$ cat src/rtl/nibble_serial_adder_pkg.sv
// Shared types and constants for the nibble-serial adder.
// Optional NIBBLE_SERIAL_ADDER_OVF_EN adds a signed-overflow output to the top.
package nibble_adder_pkg;

    localparam int NIB_W = 4;

    typedef enum logic [1:0] {
        IDLE = 2'd0,
        ADD  = 2'd1,
        DONE = 2'd2
    } state_t;

    function automatic int nib_count(input int width);
        return width / NIB_W;
    endfunction

endpackage

$ cat src/rtl/nibble_serial_adder_if.sv
// Operand/result bus of the nibble-serial adder.
// Optional NIBBLE_SERIAL_ADDER_OVF_EN adds the ovf result bit.
interface nibble_serial_adder_if #(
    parameter int WIDTH = 16
);
    // Both sides: a transfer happens on a rising edge where valid && ready;
    // ready/valid from the adder depend on its state only, never on the peer.
    logic             in_valid;
    logic             in_ready;
    logic [WIDTH-1:0] a;
    logic [WIDTH-1:0] b;
    logic             cin;
    logic             out_valid;
    logic             out_ready;
    logic [WIDTH-1:0] sum;
    logic             cout;
`ifdef NIBBLE_SERIAL_ADDER_OVF_EN
    logic             ovf;
`endif

    modport master (
        output in_valid, a, b, cin, out_ready,
        input  in_ready, out_valid, sum, cout
`ifdef NIBBLE_SERIAL_ADDER_OVF_EN
        , input ovf
`endif
    );

    modport slave (
        input  in_valid, a, b, cin, out_ready,
        output in_ready, out_valid, sum, cout
`ifdef NIBBLE_SERIAL_ADDER_OVF_EN
        , output ovf
`endif
    );

endinterface

$ cat src/rtl/nibble_serial_adder_fourbit.sv
// The shared combinational 4-bit ripple-carry adder reused for every nibble.
module fourbitAdder (
    input  logic [3:0] a,
    input  logic [3:0] b,
    input  logic       cin,
    output logic [3:0] sum,
    output logic       cout
);

    logic [4:0] carry;

    always_comb begin
        carry    = '0;
        sum      = '0;
        carry[0] = cin;
        for (int i = 0; i < 4; i++) begin
            sum[i]       = a[i] ^ b[i] ^ carry[i];
            carry[i + 1] = (a[i] & b[i]) | (carry[i] & (a[i] ^ b[i]));
        end
    end

    assign cout = carry[4];

endmodule

$ cat src/rtl/nibble_serial_adder.sv
// WIDTH-bit adder that feeds one nibble per clock through a single fourbitAdder.
// Optional NIBBLE_SERIAL_ADDER_OVF_EN adds a registered signed-overflow flag.
module nibble_serial_adder
    import nibble_adder_pkg::*;
#(
    parameter int WIDTH = 16
) (
    input  logic                 clk,
    input  logic                 rst,
    nibble_serial_adder_if.slave bus,
    output state_t               state_dbg
);

    localparam int NIB   = nib_count(WIDTH);
    localparam int CNT_W = (NIB > 1) ? $clog2(NIB) : 1;

    if ((WIDTH % NIB_W) != 0 || WIDTH < NIB_W) begin : g_width_check
        $fatal(1, "nibble_serial_adder: WIDTH must be a multiple of 4 and at least 4");
    end

    state_t             state;
    state_t             state_next;
    logic               in_ready;
    logic               out_valid;
    logic [CNT_W-1:0]   cnt;
    logic               last_nib;
    logic [WIDTH-1:0]   a_sh;
    logic [WIDTH-1:0]   b_sh;
    logic [WIDTH-1:0]   sum_sh;
    logic [WIDTH-1:0]   sum_next;
    logic               carry_reg;
    logic [WIDTH-1:0]   sum_q;
    logic               cout_q;
    logic [NIB_W-1:0]   fa_sum;
    logic               fa_cout;

    fourbitAdder u_fa (
        .a    (a_sh[NIB_W-1:0]),
        .b    (b_sh[NIB_W-1:0]),
        .cin  (carry_reg),
        .sum  (fa_sum),
        .cout (fa_cout)
    );

    assign last_nib = (cnt == CNT_W'(NIB - 1));
    // The fresh nibble enters at the top so after NIB shifts nibble 0 sits at the bottom.
    assign sum_next = WIDTH'({fa_sum, sum_sh} >> NIB_W);

    always_ff @(posedge clk) begin
        if (rst) begin
            state <= IDLE;
        end else begin
            state <= state_next;
        end
    end

    always_comb begin
        state_next = state;
        in_ready   = 1'b0;
        out_valid  = 1'b0;
        case (state)
            IDLE: begin
                in_ready = 1'b1;
                if (bus.in_valid) begin
                    state_next = ADD;
                end
            end
            ADD: begin
                if (last_nib) begin
                    state_next = DONE;
                end
            end
            DONE: begin
                out_valid = 1'b1;
                if (bus.out_ready) begin
                    state_next = IDLE;
                end
            end
            default: state_next = IDLE;
        endcase
    end

    always_ff @(posedge clk) begin
        if (rst) begin
            cnt       <= '0;
            a_sh      <= '0;
            b_sh      <= '0;
            sum_sh    <= '0;
            carry_reg <= 1'b0;
            sum_q     <= '0;
            cout_q    <= 1'b0;
        end else begin
            case (state)
                IDLE: begin
                    if (bus.in_valid) begin
                        a_sh      <= bus.a;
                        b_sh      <= bus.b;
                        carry_reg <= bus.cin;
                        cnt       <= '0;
                    end
                end
                ADD: begin
                    a_sh      <= a_sh >> NIB_W;
                    b_sh      <= b_sh >> NIB_W;
                    sum_sh    <= sum_next;
                    carry_reg <= fa_cout;
                    cnt       <= cnt + CNT_W'(1);
                    // Visible result only changes when an operation completes.
                    if (last_nib) begin
                        sum_q  <= sum_next;
                        cout_q <= fa_cout;
                    end
                end
                default: ;
            endcase
        end
    end

`ifdef NIBBLE_SERIAL_ADDER_OVF_EN
    logic ovf_q;

    always_ff @(posedge clk) begin
        if (rst) begin
            ovf_q <= 1'b0;
        end else if (state == ADD && last_nib) begin
            ovf_q <= (a_sh[NIB_W-1] == b_sh[NIB_W-1]) && (fa_sum[NIB_W-1] != a_sh[NIB_W-1]);
        end
    end

    assign bus.ovf = ovf_q;
`endif

    assign bus.in_ready  = in_ready;
    assign bus.out_valid = out_valid;
    assign bus.sum       = sum_q;
    assign bus.cout      = cout_q;
    assign state_dbg     = state;

endmodule
$ cat src/flat_wrapper.sv
// flat-port wrapper written by rule: the top's interface ports become plain ports
module nibble_serial_adder_flat import nibble_adder_pkg::*;
#(
    parameter int WIDTH = 16
)
  (clk, rst, state_dbg, bus_in_valid, bus_a, bus_b, bus_cin, bus_out_ready, bus_in_ready, bus_out_valid, bus_sum, bus_cout);
  nibble_serial_adder_if #(.WIDTH(WIDTH)) bus_i ();
  input  logic clk;
  input  logic rst;
  output state_t state_dbg;
  input wire logic [$bits(bus_i.in_valid)-1:0] bus_in_valid;
  input wire logic [$bits(bus_i.a)-1:0] bus_a;
  input wire logic [$bits(bus_i.b)-1:0] bus_b;
  input wire logic [$bits(bus_i.cin)-1:0] bus_cin;
  input wire logic [$bits(bus_i.out_ready)-1:0] bus_out_ready;
  output wire logic [$bits(bus_i.in_ready)-1:0] bus_in_ready;
  output wire logic [$bits(bus_i.out_valid)-1:0] bus_out_valid;
  output wire logic [$bits(bus_i.sum)-1:0] bus_sum;
  output wire logic [$bits(bus_i.cout)-1:0] bus_cout;
  assign bus_i.in_valid = bus_in_valid;
  assign bus_i.a = bus_a;
  assign bus_i.b = bus_b;
  assign bus_i.cin = bus_cin;
  assign bus_i.out_ready = bus_out_ready;
  assign bus_in_ready = bus_i.in_ready;
  assign bus_out_valid = bus_i.out_valid;
  assign bus_sum = bus_i.sum;
  assign bus_cout = bus_i.cout;
  nibble_serial_adder #(.WIDTH(WIDTH)) u_core (.clk(clk), .rst(rst), .bus(bus_i), .state_dbg(state_dbg));
endmodule
$ cat config.mk
export PLATFORM = sky130hd
export DESIGN_NAME = nibble_serial_adder_flat
export DESIGN_NICKNAME = d
export VERILOG_FILES = /design/src/rtl/nibble_serial_adder_pkg.sv /design/src/rtl/nibble_serial_adder_if.sv /design/src/rtl/nibble_serial_adder_fourbit.sv /design/src/rtl/nibble_serial_adder.sv /design/src/flat_wrapper.sv
export SDC_FILE = /design/constraint.sdc
export NUM_CORES = 1
export LEC_CHECK = 0
export BUFFER_PORTS_ARGS = -buffer_cell sky130_fd_sc_hd__buf_2
export CORE_MARGIN = 4
export CORE_UTILIZATION = 40
export CTS_CLUSTER_SIZE = 16
export DETAILED_ROUTE_END_ITERATION = 16
export HOLD_SLACK_MARGIN = 0.15
export PLACE_DENSITY = 0.63
export SYNTH_ARGS = -nofsm -noshare
export SYNTH_HDL_FRONTEND = slang
export SYNTH_SLANG_ARGS = --single-unit
$ cat constraint.sdc
create_clock -name clk -period 1.95 [get_ports clk]
set_input_delay 0.195 -clock clk [delete_from_list [all_inputs] [get_ports clk]]
set_output_delay 0.195 -clock clk [all_outputs]
set_load 0.01 [all_outputs]
After elaboration in Yosys (flattened, before gate mapping)
Index checks and enable logic that the tools add are counted.
W data, S select, Z words.
Storage, ports and cells
  input port bits: 37
  bits in registers: 70
  output and inout bits: 21
  word-level logic and storage cells: 54
Operators by class
  bitwise logic cells: 20
  add/subtract/negate cells: 1
  mux-type cells: 14
  reduce and logical (&&, ||, !) cells: 5
  equality and inequality tests: 6
Operators by type and width (count)
  $pmux W16 S2: 2
  $mux W16: 2
  $and A1 B1 Y1: 8
  $mux W2: 4
  $xor A1 B1 Y1: 8
  $pmux W2 S3: 1
  $eq A2 B2 Y1 const B: 2
  $ne A2 B2 Y1 const B: 2
  $or A1 B1 Y1: 4
  $pmux W2 S2: 1
  $reduce_and A2 Y1: 2
  $mux W1: 3
  $reduce_and A3 Y1: 1
  $add A2 B1 Y2 const B: 1
  $eq A2 B1 Y1 const B: 1
  $logic_not A2 Y1: 1
  $ne A2 B1 Y1 const B: 1
  $pmux W1 S2: 1
  $reduce_bool A2 Y1: 1

Logic depth before layout (Yosys ltp)
  depth in word-level cells: 10
  depth in mapped cells: 10

Cells and area by module
From an unflattened synthesis, not the netlist that was laid out.
Second synthesis, totals
  cells, all modules: 300
  area, all modules: 2720.1 um^2
By module, submodules not included
  nibble_serial_adder: area an instance 2602.5 um^2, cells an instance 286, times used 1
  fourbitAdder: area an instance 117.6 um^2, cells an instance 14, times used 1

Worst setup path before layout
No wires, ideal clock.
  kind: register -> register
  from: register u_core.carry_reg
  to: register u_core.sum_sh[15]
  setup slack: -0.103 ns
  arrival: 1.967 ns
  cell stages (with the launch flop): 9
  clock period less this slack: 2.053 ns
  path buffers: 0
  data required time: 1.864 ns
  cells stage by stage: dfxtp_1 > fa_1 > inv_1 > fa_1 > inv_1 > fa_1 > inv_1 > fa_1 > a211oi_1
On the way
  word-level cells in the longest chain between the ends: 7
Ends and longest elaborated chain
  start: declaration: RTL line nibble_serial_adder.sv:31  | logic carry_reg;
  start signal: assignment: RTL line nibble_serial_adder.sv:98  | carry_reg <= bus.cin;
  start signal: assignment: RTL line nibble_serial_adder.sv:106  | carry_reg <= fa_cout;
  $and A1 B1 Y1: RTL line nibble_serial_adder_fourbit.sv:18  | carry[i + 1] = (a[i] & b[i]) | (carry[i] & (a[i] ^ b[i]));
  $or A1 B1 Y1: RTL line nibble_serial_adder_fourbit.sv:18
  $and A1 B1 Y1: RTL line nibble_serial_adder_fourbit.sv:18
  $or A1 B1 Y1: RTL line nibble_serial_adder_fourbit.sv:18
  $and A1 B1 Y1: RTL line nibble_serial_adder_fourbit.sv:18
  $or A1 B1 Y1: RTL line nibble_serial_adder_fourbit.sv:18
  $xor A1 B1 Y1: RTL line nibble_serial_adder_fourbit.sv:17  | sum[i] = a[i] ^ b[i] ^ carry[i];
  end signal: assignment: RTL line nibble_serial_adder.sv:105  | sum_sh <= sum_next;
  end: declaration: RTL line nibble_serial_adder.sv:29  | logic [WIDTH-1:0] sum_sh;
No other way between the ends.
A chain may end at the register's enable or synchronous reset.

Worst setup path after layout
  from: register u_core.carry_reg
  to: register u_core.sum_q[15] (netlist: u_core.bus.sum[15])
On the way
  word-level cells in the longest chain between the ends: 7
Ends and longest elaborated chain
  $and A1 B1 Y1: RTL line nibble_serial_adder_fourbit.sv:18
  $or A1 B1 Y1: RTL line nibble_serial_adder_fourbit.sv:18
  $and A1 B1 Y1: RTL line nibble_serial_adder_fourbit.sv:18
  $or A1 B1 Y1: RTL line nibble_serial_adder_fourbit.sv:18
  $and A1 B1 Y1: RTL line nibble_serial_adder_fourbit.sv:18
  $or A1 B1 Y1: RTL line nibble_serial_adder_fourbit.sv:18
  $xor A1 B1 Y1: RTL line nibble_serial_adder_fourbit.sv:17
  end signal: assignment: RTL line nibble_serial_adder.sv:110  | sum_q <= sum_next;
  end: declaration: RTL line nibble_serial_adder.sv:32  | logic [WIDTH-1:0] sum_q;
No other way between the ends.

==> flow_metrics.py <==
metrics = {
    "logic_synthesis": {
        "ys_ff_latch": 66,
        "synth_fa_ha_area_share_pct": 3.33,
        "synth-xor-area-share_pct": 0,
        "synthFlopType": "dfxtp_1",
        "synth_compound_area_share_pct": 21.9,
        "syn_area_um2": 2780,
        "yosysUniqueCellTypes": 30,
        "syn_nets": 312,
        "synth_top_family_by_area": "compound AO/OA/AOI/OAI gates",
        "yosys.area_share.simple_pct": 11.8,
        "yosys_warnings": 0,
        "async_flop_share_pct": 0,
        "synth.avg_cell_area_um2": 10.3,
        "synth_edf_count": 0,
        "synthCells": 270,
        "synthMuxAreaShare_pct": 9.40,
        "ys_seq_area_share_pct": 47.5,
    },
    "timing": {
        "tightest_slew_ns": 0.603,
        "rsz0062_at_grt": "yes",
        "finalCritPeriodShare_pct": 107,
        "max_freq_mhz": 478,
        "worst_slew_margin_rel_pct": 59.7,
        "timing.final.ws_setup_ns": -0.141,
        "hold_violations": 0,
        "fin_skew_ns": 0.00939,
        "report.final.setup_viol": 2,
        "final.min_clock_period_ns": 2.09,
        "slew_viol_final": 0,
        "hold-worst-slack_ns": 0.150,
    },
    "cells_and_area": {
        "nFillCells": 608,
        "diodes": 0,
        "area_growth_pct": 32.1,
        "drive_above_1_share_pct": 33.0,
        "fin_area_um2": 3670,
        "final_cell_mix": "dfxtp_1, buf_2, nand2_1",
        "fin_cells": 444,
        "final_nets": 401,
        "final_common_cell": "dfxtp_1",
    },
    "clocking": {
        "clock-sinks": 66,
        "numCtsBuffers": 9,
        "cts.clk_slew.worst_paths_ns": 0.08,
        "tritoncts": "built",
        "worstSkewPairLatency_ns": 0.34,
        "clockBufferDepth": 2,
        "cts_setup_buffers": 0,
        "cts-root-buf": "clkbuf_8",
        "h-tree-depth": 3,
    },
    "detailed_routing": {
        "first_pass_iters": 4,
        "wl_per_cell_um": 13.8,
        "drc": 0,
        "num_vias": 2185,
        "routed_wl_um": 6140,
        "drtIter0Drc": 108,
        "ant_nets": 0,
        "vias_per_cell": 4.92,
    },
    "die": {
        "boundaryPins": 58,
        "core_um2": 6760,
        "die_w_um": 91.4,
        "row_count": 30,
        "dieArea_um2": 8350,
        "start_util_pct": 41.2,
        "fp.dieH_um": 91.4,
    },
    "placed_design": {
        "hpwlAfterDp_um": 4030,
        "io_buffers": 57,
        "place_area_um2": 3120,
        "finalWeightedCongestion": 0.756,
        "place_inst": 398,
    },
    "setup_path": {
        "crit_type": "register to register",
        "arrival_ns": 2.36,
        "cp-end-kind": "register",
        "critPathLaunchType": "register",
        "crit_fanout": 2,
        "required_ns": 2.22,
    },
    "grt": {
        "track_usage_pct": 15.8,
        "grt_max_degree": 40,
        "grt_pass1_wl_um": 10700,
        "antenna_found_initial": 0,
        "grt_pass1_vias": 2279,
        "globalRouteOverflowTotal": 0,
    },
    "min_path": {
        "hold_class": "input port to register",
    },
    "pwr": {
        "leakagePower_nw": 1.49,
        "powerDensity_nw_per_um2": 870,
        "vdd_drop_max_mv": 0.385,
    },
    "run_status": {
        "outcome": "complete, but fails checks",
        "violations": "negative setup slack",
    },
    "job": {
        "cap_violations": 0,
    },
}
[Yosys cell counts (2+ instances only)]
cell       instances  area (um2)
mux2i_1           25         250
fa_1               4        80.1
a211oi_1           5        37.5
nor2b_1            3        18.8
dfxtp_1           66        1320
inv_1              8        30.0
o2bb2ai_2         19         285
nand2b_1           2        12.5
o21ai_0            5        25.0
buf_6              4        45.0
nand3b_1           6        45.0
buf_4              6        45.0
buf_2              5        25.0
nand2_1           48         180
o2bb2ai_1          6        52.6
clkbuf_1           2        7.51
a22oi_1            3        22.5
buf_1              2        7.51
a21oi_1           30         150
nor2_1            11        41.3
[cells by family (layout without fill, tap and decap cells)]
family	Yosys count	in the layout
muxes	26	26
DFF	66	66
and+or+nand+nor	74	74
AOI/OAI and AO/OA	71	71
buffers and inverters	28	122
adders and majority gates	5	5
[cell type report]
cell class	count	area [um2]	area share, %
Clock buffer	9	124	3.37
Clock inverter	7	116	3.17
Inverter	8	30.0	0.817
Multi-Input combinational cell	176	1310	35.6
Sequential cell	66	1330	36.1
Tap cell	80	100	2.72
Timing Repair Buffer	98	668	18.2
[what timing repair did]
| item | in CTS | in global routing |
|---|---|---|
| endpoints found under the hold margin | 30 | 0 |
| endpoints found under the setup margin | 2 | 4 |
| gates cloned | 0 | 0 |
| pin swaps | 4 | 1 |
| hold buffers | 30 | 0 |
| resized for setup | 2 | 3 |
[through the flow]
step | TNS [ns] | setup WS (ns) | util (%) | power, mW
after global placement | -0.246 | -0.124 | 46.2 | 1.79
after detailed placement | -0.276 | -0.143 | 46.2 | 1.79
final | -0.282 | -0.141 | 54.4 | 3.20
after global routing | -0.498 | -0.219 | 54.4 | 3.33
after floorplan | -0.189 | -0.0945 | - | 1.70
after CTS | -0.241 | -0.137 | 54.3 | 3.23
[worst max-delay path: stages (launching register included)]
cell and delay (ns):
dfxtp_2 0.34, fa_2 0.37, inv_2 0.06, fa_2 0.18, inv_2 0.03, fa_2 0.32, inv_2 0.07, fa_2 0.44
a211oi_2 0.21
[power by group]
group | internal, mW | leakage, nW | switching [mW]
clock network | 0.849 | 0.120 | 0.542
logic | 0.177 | 0.827 | 0.167
registers | 1.41 | 0.540 | 0.0498
[final timing paths]
path	startpoint	to	cells past startpoint	slack, ns
max	u_core.carry_reg	u_core.bus.sum[15]	8	-0.14
min	bus_a[4]	u_core.a_sh[4]	3	0.15
max reg2reg	u_core.carry_reg	u_core.bus.sum[15]	8	-0.14
min reg2reg	u_core.bus.sum[6]	u_core.bus.sum[6]	2	0.45
[metal layers]
layer / GRT usage, % / vias to the layer above / part of all wire [%]
li1: - / 1119 / -
met1: 21.7 / 1008 / 50
met2: 23.1 / 46 / 44
met3: 4.64 / 12 / 3.8
met4: 6.53 / 0 / 1.8
met5: 0 / - / 0
Power figures use the tool's default switching activity.
